## src/rtl/sw_bcd_updown_chain_pkg.sv

```systemverilog
// Shared constants and helpers for the stopwatch BCD counter.
// Nibble access and BCD legality checks used by load logic and assertions.
package sw_bcd_pkg;

  localparam int BCD_W = 4;
  localparam logic [3:0] DIG_ZERO = 4'd0;
  localparam logic [3:0] DIG_NINE = 4'd9;

  function automatic logic [3:0] bcd_nib(
    input logic [31:0] vec,
    input int          i
  );
    return vec[BCD_W*i +: BCD_W];
  endfunction

  // Every nibble must be a decimal digit and within its digit maximum.
  function automatic logic bcd_legal(
    input logic [31:0] value,
    input logic [31:0] digmax
  );
    logic ok;
    ok = 1'b1;
    for (int i = 0; i < 8; i++) begin
      if (bcd_nib(value, i) > bcd_nib(digmax, i)) ok = 1'b0;
      if (bcd_nib(value, i) > DIG_NINE)           ok = 1'b0;
    end
    return ok;
  endfunction

endpackage

```

## src/rtl/sw_bcd_updown_chain_if.sv

```systemverilog
// Control/count bus between the tick logic and the BCD counter.
// master drives controls; slave is the counter side.
interface sw_bcd_updown_chain_if #(
  parameter int NDIG = 4
);
  logic                EN;
  logic                UP;
  logic                CLR;
  logic                LOAD;
  logic [4*NDIG-1:0]   LDVAL;
  logic [4*NDIG-1:0]   BCD;
  logic                CARRY;
  logic                BORROW;
  logic                TC;
  logic                LDERR;

  modport master (
    output EN, UP, CLR, LOAD, LDVAL,
    input  BCD, CARRY, BORROW, TC, LDERR
  );

  modport slave (
    input  EN, UP, CLR, LOAD, LDVAL,
    output BCD, CARRY, BORROW, TC, LDERR
  );
endinterface

```

## src/rtl/sw_bcd_updown_chain_bcd_digit_cell.sv

```systemverilog
// One BCD digit of the ripple up/down chain.
// Steps only when the lower digits rolled over (step-in).
module bcd_digit_cell
  import sw_bcd_pkg::*;
(
  input  logic [3:0] i_cur,
  input  logic [3:0] i_dmax,
  input  logic       i_up,
  input  logic       i_step,
  output logic [3:0] o_nxt,
  output logic       o_step
);

  // Next digit value and roll-over into the next digit.
  always_comb begin
    o_nxt  = i_cur;
    o_step = 1'b0;
    if (i_step) begin
      if (i_up) begin
        if (i_cur == i_dmax) begin
          o_nxt  = DIG_ZERO;
          o_step = 1'b1;
        end else begin
          o_nxt = i_cur + 4'd1;
        end
      end else begin
        if (i_cur == DIG_ZERO) begin
          o_nxt  = i_dmax;
          o_step = 1'b1;
        end else begin
          o_nxt = i_cur - 4'd1;
        end
      end
    end
  end

endmodule

```

## src/rtl/sw_bcd_updown_chain.sv

```systemverilog
// N-digit mixed-radix BCD up/down counter with wrap or saturate.
// Terminal detect, load validation and output registers live here.
module sw_bcd_updown_chain
  import sw_bcd_pkg::*;
#(
  parameter int                NDIG   = 4,
  parameter logic [4*NDIG-1:0] DIGMAX = 16'h5959,
  parameter logic [4*NDIG-1:0] MAXVAL = 16'h5959,
  parameter logic [4*NDIG-1:0] SETVAL = 16'h0000,
  parameter bit                WRAP   = 1'b1
)(
  input  logic                 CLK1K,
  input  logic                 RST,
  sw_bcd_updown_chain_if.slave bus
);

  localparam int W = 4 * NDIG;

  logic [W-1:0] r_bcd;
  logic         r_carry;
  logic         r_borrow;
  logic         r_lderr;

  logic [W-1:0] w_next;
  logic [NDIG:0] w_step;
  logic         w_at_max;
  logic         w_at_set;
  logic         w_ld_ok;

  assign w_step[0] = 1'b1;

  for (genvar g = 0; g < NDIG; g++) begin : g_dig
    bcd_digit_cell u_cell (
      .i_cur  (r_bcd[4*g +: 4]),
      .i_dmax (bcd_nib(32'(DIGMAX), g)),
      .i_up   (bus.UP),
      .i_step (w_step[g]),
      .o_nxt  (w_next[4*g +: 4]),
      .o_step (w_step[g+1])
    );
  end

  assign w_at_max = (r_bcd == MAXVAL);
  assign w_at_set = (r_bcd == SETVAL);
  assign w_ld_ok  = bcd_legal(32'(bus.LDVAL), 32'(DIGMAX))
                 && (bus.LDVAL >= SETVAL)
                 && (bus.LDVAL <= MAXVAL);

  // Count register and one-cycle pulses; CLR beats LOAD beats EN.
  always_ff @(posedge CLK1K or posedge RST) begin
    if (RST) begin
      r_bcd    <= SETVAL;
      r_carry  <= 1'b0;
      r_borrow <= 1'b0;
      r_lderr  <= 1'b0;
    end else begin
      r_carry  <= 1'b0;
      r_borrow <= 1'b0;
      r_lderr  <= 1'b0;
      if (bus.CLR) begin
        r_bcd <= SETVAL;
      end else if (bus.LOAD) begin
        if (w_ld_ok) r_bcd   <= bus.LDVAL;
        else         r_lderr <= 1'b1;
      end else if (bus.EN) begin
        if (bus.UP) begin
          if (!w_at_max) begin
            r_bcd <= w_next;
          end else if (WRAP) begin
            r_bcd   <= SETVAL;
            r_carry <= 1'b1;
          end
        end else begin
          if (!w_at_set) begin
            r_bcd <= w_next;
          end else if (WRAP) begin
            r_bcd    <= MAXVAL;
            r_borrow <= 1'b1;
          end
        end
      end
    end
  end

  assign bus.BCD    = r_bcd;
  assign bus.CARRY  = r_carry;
  assign bus.BORROW = r_borrow;
  assign bus.LDERR  = r_lderr;
  assign bus.TC     = bus.UP ? w_at_max : w_at_set;

  // The count never leaves the legal digit set or the terminal range.
  a_range : assert property (
    @(posedge CLK1K) disable iff (RST)
    bcd_legal(32'(r_bcd), 32'(DIGMAX))
      && (r_bcd >= SETVAL) && (r_bcd <= MAXVAL)
  );

endmodule
```

## src/flat_wrapper.sv

```systemverilog
// flat-port wrapper written by rule: the top's interface ports become plain ports
module sw_bcd_updown_chain_flat import sw_bcd_pkg::*;
#(
  parameter int                NDIG   = 4,
  parameter logic [4*NDIG-1:0] DIGMAX = 16'h5959,
  parameter logic [4*NDIG-1:0] MAXVAL = 16'h5959,
  parameter logic [4*NDIG-1:0] SETVAL = 16'h0000,
  parameter bit                WRAP   = 1'b1
)
  (CLK1K, RST, bus_EN, bus_UP, bus_CLR, bus_LOAD, bus_LDVAL, bus_BCD, bus_CARRY, bus_BORROW, bus_TC, bus_LDERR);
  sw_bcd_updown_chain_if #(.NDIG(NDIG)) bus_i ();
  input  logic CLK1K;
  input  logic RST;
  input wire logic [$bits(bus_i.EN)-1:0] bus_EN;
  input wire logic [$bits(bus_i.UP)-1:0] bus_UP;
  input wire logic [$bits(bus_i.CLR)-1:0] bus_CLR;
  input wire logic [$bits(bus_i.LOAD)-1:0] bus_LOAD;
  input wire logic [$bits(bus_i.LDVAL)-1:0] bus_LDVAL;
  output wire logic [$bits(bus_i.BCD)-1:0] bus_BCD;
  output wire logic [$bits(bus_i.CARRY)-1:0] bus_CARRY;
  output wire logic [$bits(bus_i.BORROW)-1:0] bus_BORROW;
  output wire logic [$bits(bus_i.TC)-1:0] bus_TC;
  output wire logic [$bits(bus_i.LDERR)-1:0] bus_LDERR;
  assign bus_i.EN = bus_EN;
  assign bus_i.UP = bus_UP;
  assign bus_i.CLR = bus_CLR;
  assign bus_i.LOAD = bus_LOAD;
  assign bus_i.LDVAL = bus_LDVAL;
  assign bus_BCD = bus_i.BCD;
  assign bus_CARRY = bus_i.CARRY;
  assign bus_BORROW = bus_i.BORROW;
  assign bus_TC = bus_i.TC;
  assign bus_LDERR = bus_i.LDERR;
  sw_bcd_updown_chain #(.NDIG(NDIG), .DIGMAX(DIGMAX), .MAXVAL(MAXVAL), .SETVAL(SETVAL), .WRAP(WRAP)) u_core (.CLK1K(CLK1K), .RST(RST), .bus(bus_i));
endmodule
```

## config.mk

```make
export PLATFORM = sky130hd
export DESIGN_NAME = sw_bcd_updown_chain_flat
export DESIGN_NICKNAME = d
export VERILOG_FILES = /design/src/rtl/sw_bcd_updown_chain_pkg.sv /design/src/rtl/sw_bcd_updown_chain_if.sv /design/src/rtl/sw_bcd_updown_chain_bcd_digit_cell.sv /design/src/rtl/sw_bcd_updown_chain.sv /design/src/flat_wrapper.sv
export SDC_FILE = /design/constraint.sdc
export NUM_CORES = 1
export LEC_CHECK = 0
export ABC_CLOCK_PERIOD_IN_PS = 2650
export BUFFER_PORTS_ARGS = -buffer_cell sky130_fd_sc_hd__buf_2
export CORE_ASPECT_RATIO = 2
export CORE_MARGIN = 4
export CORE_UTILIZATION = 45
export CTS_BUF_LIST = sky130_fd_sc_hd__clkbuf_4 sky130_fd_sc_hd__clkbuf_8
export DETAILED_ROUTE_END_ITERATION = 8
export PLACE_DENSITY = 0.68
export SETUP_SLACK_MARGIN = 0.5
export SLEW_MARGIN = 25
export SYNTH_ARGS = -nofsm -noshare
export SYNTH_HDL_FRONTEND = slang
export SYNTH_SLANG_ARGS = --single-unit
```

## constraint.sdc

```tcl
create_clock -name CLK1K -period 2.65 [get_ports CLK1K]
set_clock_uncertainty 0.15 [all_clocks]
set_input_delay 0.265 -clock CLK1K [delete_from_list [all_inputs] [get_ports CLK1K]]
set_output_delay 0.265 -clock CLK1K [all_outputs]
set_load 0.02 [all_outputs]
```

-- Yosys cells after proc, flatten, opt, wreduce, memory -nomap -nowiden
Cells that the tools add are included.
- order comparisons: 8
- $add $sub $neg: 8
- reductions and logical operators: 9
- multiplexer cells: 53
- eq/ne operators: 6
- operator list (cell ; count):
    2-to-1 mux 16 bit ; 7
    2-to-1 mux 4 bit ; 15
    2-to-1 mux 1 bit ; 31
    adder 4 x 1 -> 4 bit (second input constant) ; 4
    == test 16 x 15 -> 1 bit (second input constant) ; 1
    >= comparator 16 x 1 -> 1 bit (second input constant) ; 1
    greater-than comparator 4 bit (second input constant) ; 4
    less-or-equal comparator 16 x 15 -> 1 bit (second input constant) ; 1
    zero test 16 bit ; 1
    zero test 4 bit ; 4
    subtractor 4 x 1 -> 4 bit (second input constant) ; 4
    == test 4 x 3 -> 1 bit (second input constant) ; 2
    == test 4 bit (second input constant) ; 2
    greater-than comparator 4 x 3 -> 1 bit (second input constant) ; 2
    inequality test 3 x 2 -> 1 bit (second input constant) ; 1
    nonzero test 3 bit ; 1
    logical AND 1 bit ; 2
    AND reduction 2 bit ; 1
- output and inout bits: 20
- logic and storage cells: 88
- input bits: 22
- flip-flop bits (word level): 19

-- Logic depth before layout (Yosys ltp)
Gate-level depths: netlist of run 1.
- depth in word-level cells: 12
- mapped depth: 8

-- By module
Synthesis of run 1 repeated with hierarchy kept, for this count alone.
- cell total of the unflattened synthesis: 319
- area total of the unflattened synthesis: 2318.5 um2
- modules (own cells, without submodules) (module ; cells each ; instances ; sequential area each (um2) ; area each (um2)):
    bcd_digit_cell ; 49 ; 4 ; 0.0 ; 317.8
    sw_bcd_updown_chain ; 123 ; 1 ; 475.5 ; 1047.3

-- Worst setup path before layout of run 1
OpenSTA, ideal clock, no wires.
- kind: register -> register
- start: register u_core.r_bcd[0], in the netlist u_core.bus.BCD[0]
- end: register u_core.r_bcd[13], in the netlist u_core.bus.BCD[13]
- setup time: 126 ps
- stages on the path, launching flop included: 8
- path slack: 147 ps
- arrival time: 2227 ps
- clock period less this slack: 2503 ps
- path through: dfrtp_1 inv_1 ha_1 or4b_4 a221o_2 nor2b_4 o21ai_2 a221o_1
- longest elaborated chain between the ends: 11
- ends and longest elaborated chain (what ; line ; source):
    start, declared ; sw_bcd_updown_chain.sv:19 ; logic [W-1:0] r_bcd;
    start signal, assigned ; sw_bcd_updown_chain.sv:63 ; if (w_ld_ok) r_bcd <= bus.LDVAL;
    start signal, assigned ; sw_bcd_updown_chain.sv:68 ; r_bcd <= w_next;
    start signal, assigned ; sw_bcd_updown_chain.sv:75 ; r_bcd <= w_next;
    == test 4 bit / zero test 4 bit (equally long branches) ; sw_bcd_updown_chain_bcd_digit_cell.sv:20, sw_bcd_updown_chain_bcd_digit_cell.sv:27 ;
    2-to-1 mux 1 bit, on equally long branches ; sw_bcd_updown_chain_bcd_digit_cell.sv:20, sw_bcd_updown_chain_bcd_digit_cell.sv:27 ;
    2-to-1 mux 1 bit ; sw_bcd_updown_chain_bcd_digit_cell.sv:19 ; if (i_up) begin
    2-to-1 mux 1 bit (2 in a row) ; sw_bcd_updown_chain_bcd_digit_cell.sv:18 ; if (i_step) begin
    2-to-1 mux 4 bit ; sw_bcd_updown_chain_bcd_digit_cell.sv:18 ;
    2-to-1 mux 16 bit, on equally long branches ; sw_bcd_updown_chain.sv:74, sw_bcd_updown_chain.sv:67 ;
    2-to-1 mux 16 bit (*) ; sw_bcd_updown_chain.sv:66 ; if (bus.UP) begin
    2-to-1 mux 16 bit (*) ; sw_bcd_updown_chain.sv:65 ; end else if (bus.EN) begin
    2-to-1 mux 16 bit (*) ; sw_bcd_updown_chain.sv:62 ; end else if (bus.LOAD) begin
    2-to-1 mux 16 bit (*) ; sw_bcd_updown_chain.sv:60 ; if (bus.CLR) begin
Every way passes the cells marked *; elsewhere a longest branch is shown, timed or not. The select of a mux whose other input is x is not followed.
A chain may end at the register's enable or synchronous reset.

-- Worst setup path after layout of run 1
- start: register u_core.r_bcd[4], in the netlist u_core.bus.BCD[4]
- end: register u_core.r_bcd[13], in the netlist u_core.bus.BCD[13]
- longest elaborated chain between the ends: 11
- ends and longest elaborated chain (what ; line):
    == test 4 x 3 -> 1 bit / zero test 4 bit (equally long branches) ; sw_bcd_updown_chain_bcd_digit_cell.sv:20, sw_bcd_updown_chain_bcd_digit_cell.sv:27
    2-to-1 mux 1 bit, on equally long branches ; sw_bcd_updown_chain_bcd_digit_cell.sv:20, sw_bcd_updown_chain_bcd_digit_cell.sv:27
    2-to-1 mux 1 bit ; sw_bcd_updown_chain_bcd_digit_cell.sv:19
    2-to-1 mux 1 bit (2 in a row) ; sw_bcd_updown_chain_bcd_digit_cell.sv:18
    2-to-1 mux 4 bit ; sw_bcd_updown_chain_bcd_digit_cell.sv:18
    2-to-1 mux 16 bit, on equally long branches ; sw_bcd_updown_chain.sv:74, sw_bcd_updown_chain.sv:67
    2-to-1 mux 16 bit (*) ; sw_bcd_updown_chain.sv:66
    2-to-1 mux 16 bit (*) ; sw_bcd_updown_chain.sv:65
    2-to-1 mux 16 bit (*) ; sw_bcd_updown_chain.sv:62
    2-to-1 mux 16 bit (*) ; sw_bcd_updown_chain.sv:60
Marks and branches as above.

==> summary.txt, run 1 <==
status: finished clean
Clock Pin Slew Worst Setup and Hold Paths: 0.08 ns
WL final: 6.32 mm
area of the multi-input gates: 1380 um^2
Sw Pwr: 0.449 mW
Std-Cell Rows: 32
combinational family with the most area after synthesis: compound AO/OA/AOI/OAI gates
CP Max Fanout: 6
Syn. warnings: 0
synthesized area per cell: 7.97 um^2
First-pass DRT Iterations: 4
drt drc: 0
antenna-violating nets left: 0
ys async rst share: 100%
final worst setup slack: 0.269 ns
Post-Syn Instances: 232
leak pwr: 1.15 nW
die area: 5260 um^2
setup tns final: 0 ns
Net Sw Frac: 40.2%
final hold vios: 0
number of H-tree levels: 1
CTS sink count: 19
placed cells: 326
CTS Root Cell: clkbuf_8
post-synthesis compound-gate area fraction: 31.5%
Least-Margin Pin Slew: 0.847 ns
vias in the first global route: 2184
most frequent cells in the layout: buf_2, buf_4, a21oi_1
Primary FF master, synth: dfrtp_1
most common cell after layout, fill and taps aside: buf_2
Layout Cells excl Fill: 344
Syn-to-layout area delta: 32.9%
Slew Viols, Final: 0
Int Power: 0.668 mW
initial antenna violation count: 0
Fillers: 374
Post-synth EDFFs: 0
min Tclk post-route: 2.38 ns
share of power burned in registers: 31.7%
XOR/XNOR share of the synthesized area: 1.42%
post-synthesis simple-gate area fraction: 25.2%
synthesized area: 1850 um^2
Adder-Cell Fraction of Synth Area: 8.12%
Net Count, Synth: 266
register area: 482 um^2
Arr. time, crit path: 2.39 ns
final-stage net count: 328
routed vias: 2093
Util after Layout: 62.6%
Vias/cell: 6.08
io pins: 42
Fmax: 0.420 GHz
share of layout cells above drive strength 1: 36.5%
Req. time, crit path: 2.66 ns
Max-cap violations: 0
WL/cell: 18.4 um
Initial Utilization: 47.1%
relative slew slack: 43.4%
worst min path class: primary input to async pin
Worst-Skew Late Latency: 0.27 ns
CTS tree: yes
Max Root-Sink Buffers: 2
Startpoint Class: register
initial DRC count: 109
element type at the critical path end: register
Die W: 53.3 um
Clock power frac: 20.7%
combinational power share: 47.7%
Seq/Total Area, Yosys: 25.7%
placed wire-length estimate: 4.59 mm
Synth Register Bits: 19
Worst Setup Path Type: register to register
largest net degree at the start of global routing: 26
RSZ-0062 raised after global routing: true
pre-CTS setup slack: 0.209 ns
IO buf count: 41
Cell variety after synth: 60
Tcrit/Tclk final: 89.8%
CTS buffer count: 3
routability cong.: 0.878
Die H: 98.7 um
maximum vdd drop: 0.268 mV
endpoints failing setup: 0
Pwr Density: 455 nW/um^2
core area: 3920 um^2
Diodes inserted: 0
final instance area: 2460 um^2
total grt overflow: 0
aggregate global-route resource usage: 26.0%
multiplexer share of the synthesized area: 1.15%
placed inst area: 2210 um^2
first-pass GRT wire length: 10.3 mm
[final timing paths]
| kind | from | end | slack [ns] | cells past startpoint |
|---|---|---|---|---|
| worst max-delay path | u_core.bus.BCD[4] | u_core.bus.BCD[13] | 0.27 | 7 |
| worst min-delay path | RST | u_core.bus.LDERR | 0.002 | 2 |
| worst max register to register | u_core.bus.BCD[4] | u_core.bus.BCD[13] | 0.27 | 7 |
| min in group CLK1K | bus_LDVAL[10] | u_core.bus.BCD[10] | 0.08 | 3 |
| max in group asynchronous | RST | u_core.bus.BCD[4] | 1.76 | 2 |
| worst min register to register | u_core.bus.BCD[4] | u_core.bus.BCD[4] | 0.45 | 2 |
[synth_stat cells, types with 4 or more instances]
| library cell | instances | area share (%) |
|---|---|---|
| nor2b_1 | 6 | 2.0 |
| nand3_1 | 7 | 1.9 |
| nand2b_1 | 8 | 2.7 |
| nor2_1 | 15 | 3.0 |
| o211ai_1 | 4 | 1.6 |
| o21ai_0 | 8 | 2.2 |
| dfrtp_1 | 19 | 26 |
| a31oi_1 | 4 | 1.4 |
| nor3_1 | 4 | 1.1 |
| o31ai_1 | 4 | 1.6 |
| nand2_1 | 18 | 3.7 |
| inv_1 | 18 | 3.7 |
| clkbuf_1 | 9 | 1.8 |
| ha_1 | 12 | 8.1 |
| a21oi_1 | 25 | 6.8 |
[state kept, by name, indices dropped and copies added, names as in the netlist]
signal and flops:
u_core.bus.BORROW 1, u_core.bus.CARRY 1, u_core.bus.LDERR 1, u_core.bus.BCD 16
[cell families (layout without fill, tap and decap cells)]
logic type	Yosys count	after routing
AO/OA/AOI/OAI	83	84
XOR/XNOR	3	3
adder cells (fa/ha/maj)	12	12
buffers and inverters	31	91
flip-flops	19	19
multiplexers	2	2
AND/OR/NAND/NOR	82	82
[final cells by class]
class / count / area share, %
Sequential cell: 19 / 19.6
Tap cell: 51 / 2.60
Inverter: 18 / 2.75
Timing Repair Buffer: 69 / 17.0
Multi-Input combinational cell: 183 / 56.1
Clock buffer: 4 / 1.99
[power groups by stage]
stage / clock network (mW) / registers [mW] / logic (mW)
after floorplan: 0 / 0.390 / 0.282
after global placement: 0 / 0.360 / 0.460
after detailed placement: 0 / 0.362 / 0.464
after CTS: 0.230 / 0.352 / 0.514
after global routing: 0.245 / 0.358 / 0.580
final: 0.231 / 0.354 / 0.532
[critical path, cell delays in order (launching register included)]
cell     delay [ns]
dfrtp_2        0.42
inv_2          0.07
ha_4           0.15
or3b_2         0.49
a221o_2        0.47
nor2b_4        0.16
o21ai_2        0.06
a221o_1        0.29
[layer usage]
metal | vias to the layer above | global-route usage, % | share of wire [%]
met5 | - | 0 | 0
met4 | 0 | 10.2 | 2.0
met3 | 11 | 2.57 | 5.5
met2 | 74 | 47.8 | 56
met1 | 1014 | 28.8 | 36
li1 | 994 | - | -
[stage by stage]
| stage | hold slack (ns) | power [mW] |
|---|---|---|
| after floorplan | 0.0659 | 0.672 |
| after global placement | 0.308 | 0.820 |
| after detailed placement | 0.316 | 0.826 |
| after CTS | 0.0264 | 1.10 |
| after global routing | 0.0697 | 1.18 |
| final | 0.00228 | 1.12 |
[what timing repair did]
| item | 4_1_cts | 5_1_grt |
|---|---|---|
| pin swaps | 7 | 3 |
| hold buffers | 0 | 0 |
| gates cloned | 1 | 0 |
| endpoints found under the setup margin | 14 | 15 |
| gates resized for setup | 12 | 7 |
| hold endpoints to repair | 0 | 0 |
| buffers inserted | 11 | 2 |
(Power assumes the default switching activity.)
==> run 2: changes to the inputs <==
--- a/config.mk
+++ b/config.mk
@@ -12,7 +12,7 @@
 export CORE_UTILIZATION = 45
 export CTS_BUF_LIST = sky130_fd_sc_hd__clkbuf_4 sky130_fd_sc_hd__clkbuf_8
 export DETAILED_ROUTE_END_ITERATION = 8
-export PLACE_DENSITY = 0.68
+export PLACE_DENSITY_LB_ADDON = 0.08
 export SETUP_SLACK_MARGIN = 0.5
 export SLEW_MARGIN = 25
 export SYNTH_ARGS = -nofsm -noshare
==> run 2 against run 1 <==
Against the previous run: global-route usage is 1.7 points lower; combinational power increased by 2%; non-clock buffer count is 4 higher; count of clock-buffer cells in the layout did not move; fmax shrank 0.60%.
==> summary.txt, run 2 (synthesis gave the netlist of run 1 again) <==
Tcrit/Tclk final: 90.4%
initial DRC count: 86
relative slew slack: 45.3%
placed wire-length estimate: 4.44 mm
final hold vios: 0
Fillers: 404
Max Root-Sink Buffers: 2
RSZ-0062 raised after global routing: true
most frequent cells in the layout: buf_2, buf_4, a21oi_1
most common cell after layout, fill and taps aside: buf_2
largest net degree at the start of global routing: 20
Util after Layout: 63.7%
aggregate global-route resource usage: 24.4%
Startpoint Class: register
IO buf count: 41
io pins: 42
drt drc: 0
Std-Cell Rows: 32
Slew Viols, Final: 0
status: finished clean
antenna-violating nets left: 0
endpoints failing setup: 0
max FFs per register: 16
Worst Setup Path Type: register to register
Fmax: 0.417 GHz
routed vias: 2065
Die W: 53.3 um
CTS sink count: 19
CTS buffer count: 3
total grt overflow: 0
initial antenna violation count: 0
routability cong.: 0.874
vias in the first global route: 2021
worst hold margin: 0.000603 ns
die area: 5260 um^2
Arr. time, crit path: 2.39 ns
leak pwr: 1.18 nW
post-cts hold buffer count: 0
setup tns final: 0 ns
Worst-Skew Late Latency: 0.26 ns
Pwr Density: 446 nW/um^2
core area: 3920 um^2
WL/cell: 17.2 um
CTS Root Cell: clkbuf_8
maximum vdd drop: 0.265 mV
Die H: 98.7 um
first-pass GRT wire length: 9.76 mm
WL final: 6.00 mm
Diodes inserted: 0
First-pass DRT Iterations: 4
Vias/cell: 5.93
final-stage net count: 332
CP Max Fanout: 5
Syn-to-layout area delta: 35.2%
Pwr Total: 1.12 mW
CTS tree: yes
Least-Margin Pin Slew: 0.820 ns
Max-cap violations: 0
number of H-tree levels: 1
Req. time, crit path: 2.64 ns
element type at the critical path end: register
min Tclk post-route: 2.40 ns
worst min path class: primary input to async pin
share of layout cells above drive strength 1: 37.7%
Initial Utilization: 47.1%
Clock Pin Slew Worst Setup and Hold Paths: 0.08 ns
## run 2: path summary, 6_finish.rpt
| check | startpoint | endpoint | slack (ns) | cells after the start |
|---|---|---|---|---|
| hold reg to reg | u_core.bus.BCD[4] | u_core.bus.BCD[4] | 0.43 | 2 |
| hold / removal | RST | u_core.bus.LDERR | 0.0006 | 2 |
| max in group asynchronous | RST | u_core.bus.BCD[4] | 1.78 | 2 |
| min in group CLK1K | bus_LDVAL[10] | u_core.bus.BCD[10] | 0.10 | 3 |
| setup reg to reg | u_core.bus.BCD[1] | u_core.bus.BCD[13] | 0.25 | 7 |
| setup / recovery | u_core.bus.BCD[1] | u_core.bus.BCD[13] | 0.25 | 7 |
## run 2: area by class of cell
class                           count  area [um^2]  area share, %
Clock buffer                        4         48.8           1.95
Inverter                           18         67.6           2.70
Multi-Input combinational cell    183         1390           55.5
Sequential cell                    19          482           19.3
Tap cell                           51         63.8           2.55
Timing Repair Buffer               73          452           18.1
## run 2: critical path, stage by stage, from the launching register on
cell and delay (ns):
dfrtp_2 0.42, inv_2 0.08, ha_4 0.14, or4b_4 0.47, a221o_2 0.49, nor2b_4 0.17
o21ai_2 0.06, a221o_1 0.29
## run 2: power by group
group	leakage [nW]	switching (mW)	internal (mW)
Sequential	0.245	0.0335	0.317
Combinational	0.910	0.300	0.244
Clock	0.0262	0.105	0.117
## run 2: metrics by stage
step	std cells	worst slack, ns	instance area, um^2
2_1_floorplan	232	0.282	1890
3_3_place_gp	329	0.234	2240
3_5_place_dp	329	0.195	2240
4_1_cts	342	0.263	2410
5_1_grt	348	0.227	2500
6_report	348	0.255	2500
## run 2: what timing repair did
action	in CTS	in global routing
setup buffers	8	6
resized for setup	12	11
gates cloned	1	0
pin swaps	6	11
setup endpoints to repair	14	14
hold endpoints to repair	0	0
## run 2: per-layer routing
layer  vias up  share of wire, %  global-route usage, %
met5         -                 0                      0
met4         0               2.1                   9.25
met3        16               5.9                   3.03
met2        72                55                   42.3
met1       972                37                   29.2
li1       1005                 -                      -
